## src/rtl/match_sequencer.sv

```systemverilog
// Match sequencer: walks a two-team game through serve, play, goal pause and game over,
// keeping score and gating ball/player movement.
module match_sequencer #(
    parameter int WIN_SCORE    = 7,
    parameter int SERVE_CYCLES = 50000000,
    parameter int PAUSE_CYCLES = 100000000
) (
    input  logic       clk,
    input  logic       rst_n,
    input  logic       start_button,
    input  logic       score_to_team1,
    input  logic       score_to_team2,
    output logic       ball_reset,
    output logic       ball_enable,
    output logic       players_enable,
    output logic [3:0] team1_points,
    output logic [3:0] team2_points,
    output logic [1:0] winner,
    output logic [2:0] state
);

    // state      | meaning
    // IDLE       | waiting for start, everything disabled
    // SERVE      | ball re-centred, players may move, ball held
    // PLAY       | ball and players live, goals scored here
    // GOAL_PAUSE | everything frozen after a goal
    // GAME_OVER  | winner shown, waiting for start to replay

    localparam int MAX_CYCLES = (SERVE_CYCLES > PAUSE_CYCLES) ? SERVE_CYCLES : PAUSE_CYCLES;
    localparam int CW         = (MAX_CYCLES > 1) ? $clog2(MAX_CYCLES) : 1;

    localparam logic [CW-1:0] SERVE_LAST = CW'(SERVE_CYCLES - 1);
    localparam logic [CW-1:0] PAUSE_LAST = CW'(PAUSE_CYCLES - 1);
    localparam logic [3:0]    WIN_PTS    = 4'(WIN_SCORE);

    typedef enum logic [2:0] {
        ST_IDLE  = 3'd0,
        ST_SERVE = 3'd1,
        ST_PLAY  = 3'd2,
        ST_PAUSE = 3'd3,
        ST_OVER  = 3'd4
    } state_t;

    state_t        state_q, state_d;
    logic [CW-1:0] cnt_q, cnt_d;
    logic [3:0]    team1_q, team1_d;
    logic [3:0]    team2_q, team2_d;
    logic [1:0]    winner_q, winner_d;
    logic          ball_reset_q, ball_enable_q, players_enable_q;

    logic armed_q, start_q, goal1_q, goal2_q;
    logic start_edge, goal1_edge, goal2_edge;

    // Edges are masked for the first clock after reset so a level already high at release is not an edge.
    assign start_edge = armed_q & start_button   & ~start_q;
    assign goal1_edge = armed_q & score_to_team1 & ~goal1_q;
    assign goal2_edge = armed_q & score_to_team2 & ~goal2_q;

    always_comb begin
        state_d  = state_q;
        cnt_d    = cnt_q;
        team1_d  = team1_q;
        team2_d  = team2_q;
        winner_d = winner_q;

        case (state_q)
            ST_IDLE: begin
                if (start_edge) begin
                    state_d = ST_SERVE;
                    team1_d = 4'd0;
                    team2_d = 4'd0;
                end
            end
            ST_SERVE: begin
                if (cnt_q == SERVE_LAST) begin
                    state_d = ST_PLAY;
                end else begin
                    cnt_d = cnt_q + CW'(1);
                end
            end
            ST_PLAY: begin
                if (goal1_edge && goal2_edge) begin
                    state_d = ST_SERVE;
                end else if (goal1_edge) begin
                    state_d = ST_PAUSE;
                    if (team1_q < WIN_PTS) begin
                        team1_d = team1_q + 4'd1;
                    end
                end else if (goal2_edge) begin
                    state_d = ST_PAUSE;
                    if (team2_q < WIN_PTS) begin
                        team2_d = team2_q + 4'd1;
                    end
                end
            end
            ST_PAUSE: begin
                if (cnt_q == PAUSE_LAST) begin
                    if (team1_q == WIN_PTS) begin
                        state_d  = ST_OVER;
                        winner_d = 2'b01;
                    end else if (team2_q == WIN_PTS) begin
                        state_d  = ST_OVER;
                        winner_d = 2'b10;
                    end else begin
                        state_d = ST_SERVE;
                    end
                end else begin
                    cnt_d = cnt_q + CW'(1);
                end
            end
            ST_OVER: begin
                if (start_edge) begin
                    state_d  = ST_SERVE;
                    team1_d  = 4'd0;
                    team2_d  = 4'd0;
                    winner_d = 2'b00;
                end
            end
            default: begin
                state_d = ST_IDLE;
            end
        endcase

        // One shared timer, restarted on every state entry.
        if (state_d != state_q) begin
            cnt_d = '0;
        end
    end

    always_ff @(posedge clk or negedge rst_n) begin
        if (!rst_n) begin
            state_q          <= ST_IDLE;
            cnt_q            <= '0;
            team1_q          <= 4'd0;
            team2_q          <= 4'd0;
            winner_q         <= 2'b00;
            ball_reset_q     <= 1'b0;
            ball_enable_q    <= 1'b0;
            players_enable_q <= 1'b0;
            armed_q          <= 1'b0;
            start_q          <= 1'b0;
            goal1_q          <= 1'b0;
            goal2_q          <= 1'b0;
        end else begin
            state_q          <= state_d;
            cnt_q            <= cnt_d;
            team1_q          <= team1_d;
            team2_q          <= team2_d;
            winner_q         <= winner_d;
            ball_reset_q     <= (state_d == ST_SERVE) && (state_q != ST_SERVE);
            ball_enable_q    <= (state_d == ST_PLAY);
            players_enable_q <= (state_d == ST_SERVE) || (state_d == ST_PLAY);
            armed_q          <= 1'b1;
            start_q          <= start_button;
            goal1_q          <= score_to_team1;
            goal2_q          <= score_to_team2;
        end
    end

    assign ball_reset     = ball_reset_q;
    assign ball_enable    = ball_enable_q;
    assign players_enable = players_enable_q;
    assign team1_points   = team1_q;
    assign team2_points   = team2_q;
    assign winner         = winner_q;
    assign state          = state_q;

endmodule

```

## config.mk

```make
export PLATFORM = sky130hd
export DESIGN_NAME = match_sequencer
export DESIGN_NICKNAME = d
export VERILOG_FILES = /design/src/rtl/match_sequencer.sv
export SDC_FILE = /design/constraint.sdc
export NUM_CORES = 1
export LEC_CHECK = 0
export ABC_AREA = 1
export BUFFER_PORTS_ARGS = -buffer_cell sky130_fd_sc_hd__clkbuf_2
export CORE_MARGIN = 2
export CORE_UTILIZATION = 60
export DETAILED_ROUTE_END_ITERATION = 12
export PLACE_DENSITY = 0.8
export SLEW_MARGIN = 20
export SYNTH_ARGS = -nofsm -noshare
export SYNTH_HDL_FRONTEND = slang
export SYNTH_SLANG_ARGS = --single-unit
```

## constraint.sdc

```tcl
create_clock -name clk -period 3.5 [get_ports clk]
set_input_delay 0.35 -clock clk [delete_from_list [all_inputs] [get_ports clk]]
set_output_delay 0.35 -clock clk [all_outputs]
set_load 0.03 [all_outputs]
```

==> metrics.yaml <==
detailed_routing:
  vias: 2152
  drt_first_pass_iters: 4
  ant_nets: 0
  drc: 0
  routedWlPerCell_um: 12.0
  first_iter_violations: 98
  routed_wl_um: 4930
  viasPerCell: 5.25
sta:
  rsz0062_at_grt: "no"
  tns_ns: 0
  fin_crit_sh_pct: 67.7
  setup_viol: 0
  max_freq_mhz: 422
  relSlewSlack_pct: 63.2
  finalCriticalPeriod_ns: 2.37
  finalMaxSlewViolations: 0
  finalHoldViolations: 0
  worst_pin_slew_ns: 0.552
  skew_ns: 0.00730
grt:
  grt_pass1_vias: 1961
  grt_start_max_net_pins: 48
  track_usage_pct: 22.2
  antenna_found_initial: 0
  grt_pass1_wl_um: 8690
  grt-ovfl-total: 0
floorplan:
  initial_core_util_pct: 61.2
  die_y_um: 70.2
  rows: 24
  ios: 21
  dieArea_sq_mm: 0.00493
  core_area_sq_mm: 0.00429
  die_w_um: 70.2
synthesis:
  synth_edf_count: 0
  avgSynthCellArea_sq_um: 7.85
  synth_area_leader_cell: "dfrtp_1"
  synthCells: 335
  synth_fp_nets: 343
  ys_seq_area_share_pct: 44.7
  synth_area_sq_mm: 0.00263
  synth_top_area_share_pct: 44.7
  async_flop_share_pct: 100
  yosys.cell_types.count: 28
  synth_area_leaders: "dfrtp_1 (45%), nand2_1 (11%), nor2_1 (6.6%), inv_1 (6.3%), xor2_1 (6.0%)"
  synth_ff_type: "dfrtp_1"
  yosys_warnings: 0
  ys_ff_latch: 47
critical_path:
  worst_setup_path_start_kind: "flip-flop"
  worstPathRequired_ns: 3.67
  crit_chain: "ha_1 > nand2_1 > nor2_2 > nand3_2 > nor2_1 > nand2_1 > nand2_2 > nand2_4 > nor2_4 > nand2_2 > nand2_1 > nand2_2 > nand2_4 > nor2_1"
  cp-end-kind: "flip-flop"
  arrival_ns: 2.53
  crit_path_max_incr_delay_ns: 0.39
  worst_path_max_delay_cell: "dfrtp_1"
  crit_fanout: 27
  path_class: "reg2reg"
cells_and_area:
  fillers: 378
  diodes: 0
  fin_util_pct: 66.3
  nNetsFinal: 366
  multi_input_area_sq_mm: 0.00125
  area_delta_synth_final_pct: 8.18
  seq_area_sq_mm: 0.00118
  drive_gt1_share_pct: 16.5
clocking:
  cts_max_path_buffers: 2
  cts_setup_buffers: 0
  path_clk_slew_ns: 0.08
  cts_hold_buffers: 0
  cts_max_level: 2
  post_cts_resized: 0
  cts_tree: "built"
  clk_latency_ns: 0.30
  cts.sink_count: 47
  cts_root_buf: "clkbuf_8"
  cts_buffers: 5
run:
  maxCapViolCount: 0
placed_design:
  port_buffers: 20
  dp_hpwl_um: 3650
  globalplace.congestion: 0.875
pwr:
  p_per_area_mw_per_mm2: 491
  ir_worst_vdd_mv: 0.244
  leakage_nw: 1.30
run_status:
  outcome: "finished clean"
worst_hold_path:
  hp-class: "in2async"
==> placed cells by master, fill, tap and decap left out, drive strengths merged <==
cell type | synthesis | routed
nand2 | 85 | 85
xnor2 | 3 | 3
nor2 | 70 | 70
clkbuf | 0 | 25
clkinv | 0 | 1
xor2 | 18 | 18
nor4 | 2 | 2
o21ai | 10 | 10
ha | 3 | 3
buf | 4 | 1
nand3 | 21 | 21
a21o | 1 | 1
dfrtp | 47 | 47
a21oi | 4 | 4
o22ai | 1 | 1
o21a | 1 | 1
o21bai | 1 | 1
o31ai | 2 | 2
conb | 1 | 1
nand4 | 11 | 11
nor3 | 4 | 4
inv | 44 | 44
a31oi | 1 | 1
o211ai | 1 | 1
==> through the flow <==
stage	instances	hold slack (ns)	area, sq um	power, mW	setup slack (ns)
floorplan	335	0.0544	2630	1.00	1.51
global placement	403	0.468	2760	1.07	1.30
detailed placement	403	0.473	2760	1.09	1.16
CTS	410	0.166	2840	1.41	1.14
global route	410	0.0906	2850	1.48	0.931
finish	410	0.0382	2850	1.40	1.13
==> power breakdown <==
part           internal, mW  total [mW]  switching [mW]  leakage, nW
clock                 0.155       0.323           0.168       0.0470
combinational         0.116       0.401           0.285        0.634
sequential            0.609       0.672          0.0632        0.617
==> state kept, by name, indices dropped and copies added (netlist names) <==
name / flops
start_q: 1
state: 3
goal1_q: 1
winner: 2
ball_reset: 1
cnt_q: 27
armed_q: 1
ball_enable: 1
goal2_q: 1
team1_points: 4
players_enable: 1
team2_points: 4
==> cells by family (layout without fill, tap and decap cells) <==
logic type,after synthesis,after routing,share of synthesized area [%]
other cells,1,1,0.143
compound gates,22,22,4.85
simple gates,193,193,34.1
fa+ha+maj,3,3,1.43
flops,47,47,44.7
buf+inv,48,71,7.80
xor+xnor,21,21,6.99
==> final timing paths <==
check,startpoint,endpoint,slack [ns],depth (start not counted)
max,cnt_q[0],cnt_q[4],1.13,14
max reg2reg,cnt_q[0],cnt_q[4],1.13,14
min in group clk,score_to_team1,goal1_q,0.18,1
max in group asynchronous,rst_n,cnt_q[1],3.08,1
min,rst_n,team1_points[0],0.04,1
min reg2reg,winner[0],winner[0],0.49,2
==> layout make-up <==
| class | count | area share, % |
|---|---|---|
| Multi-Input combinational cell | 240 | 43.9 |
| Sequential cell | 47 | 41.3 |
| Inverter | 44 | 5.80 |
| Timing Repair Buffer | 20 | 3.61 |
| Clock buffer | 6 | 2.90 |
| Tap cell | 52 | 2.29 |
| Clock inverter | 1 | 0.176 |
==> worst max-delay path, delay by kind of cell (launching register included) <==
kind                       cells  cell delay (ns)
and+or+nand+nor               13             1.63
DFF                            1             0.39
adders and majority gates      1             0.20
==> metal layers <==
metal	wire [um]	GRT usage [%]
met1	2390	30.4
met2	2200	34.5
met3	246	4.91
met4	90	8.76
met5	0	0
==> synth_stat cells (2+ instances only) <==
library cell,instances
nand2_1,78
dfrtp_1,47
nor2_1,46
inv_1,44
nor2_2,21
nand3_1,20
xor2_1,18
nand4_1,11
o21ai_0,10
nand2_2,5
a21oi_1,4
nor3_1,4
ha_1,3
nor2_4,3
xnor2_1,3
buf_2,2
buf_8,2
nand2_4,2
nor4_1,2
o31ai_1,2
Note: power is estimated with default switching activity, not from simulation.
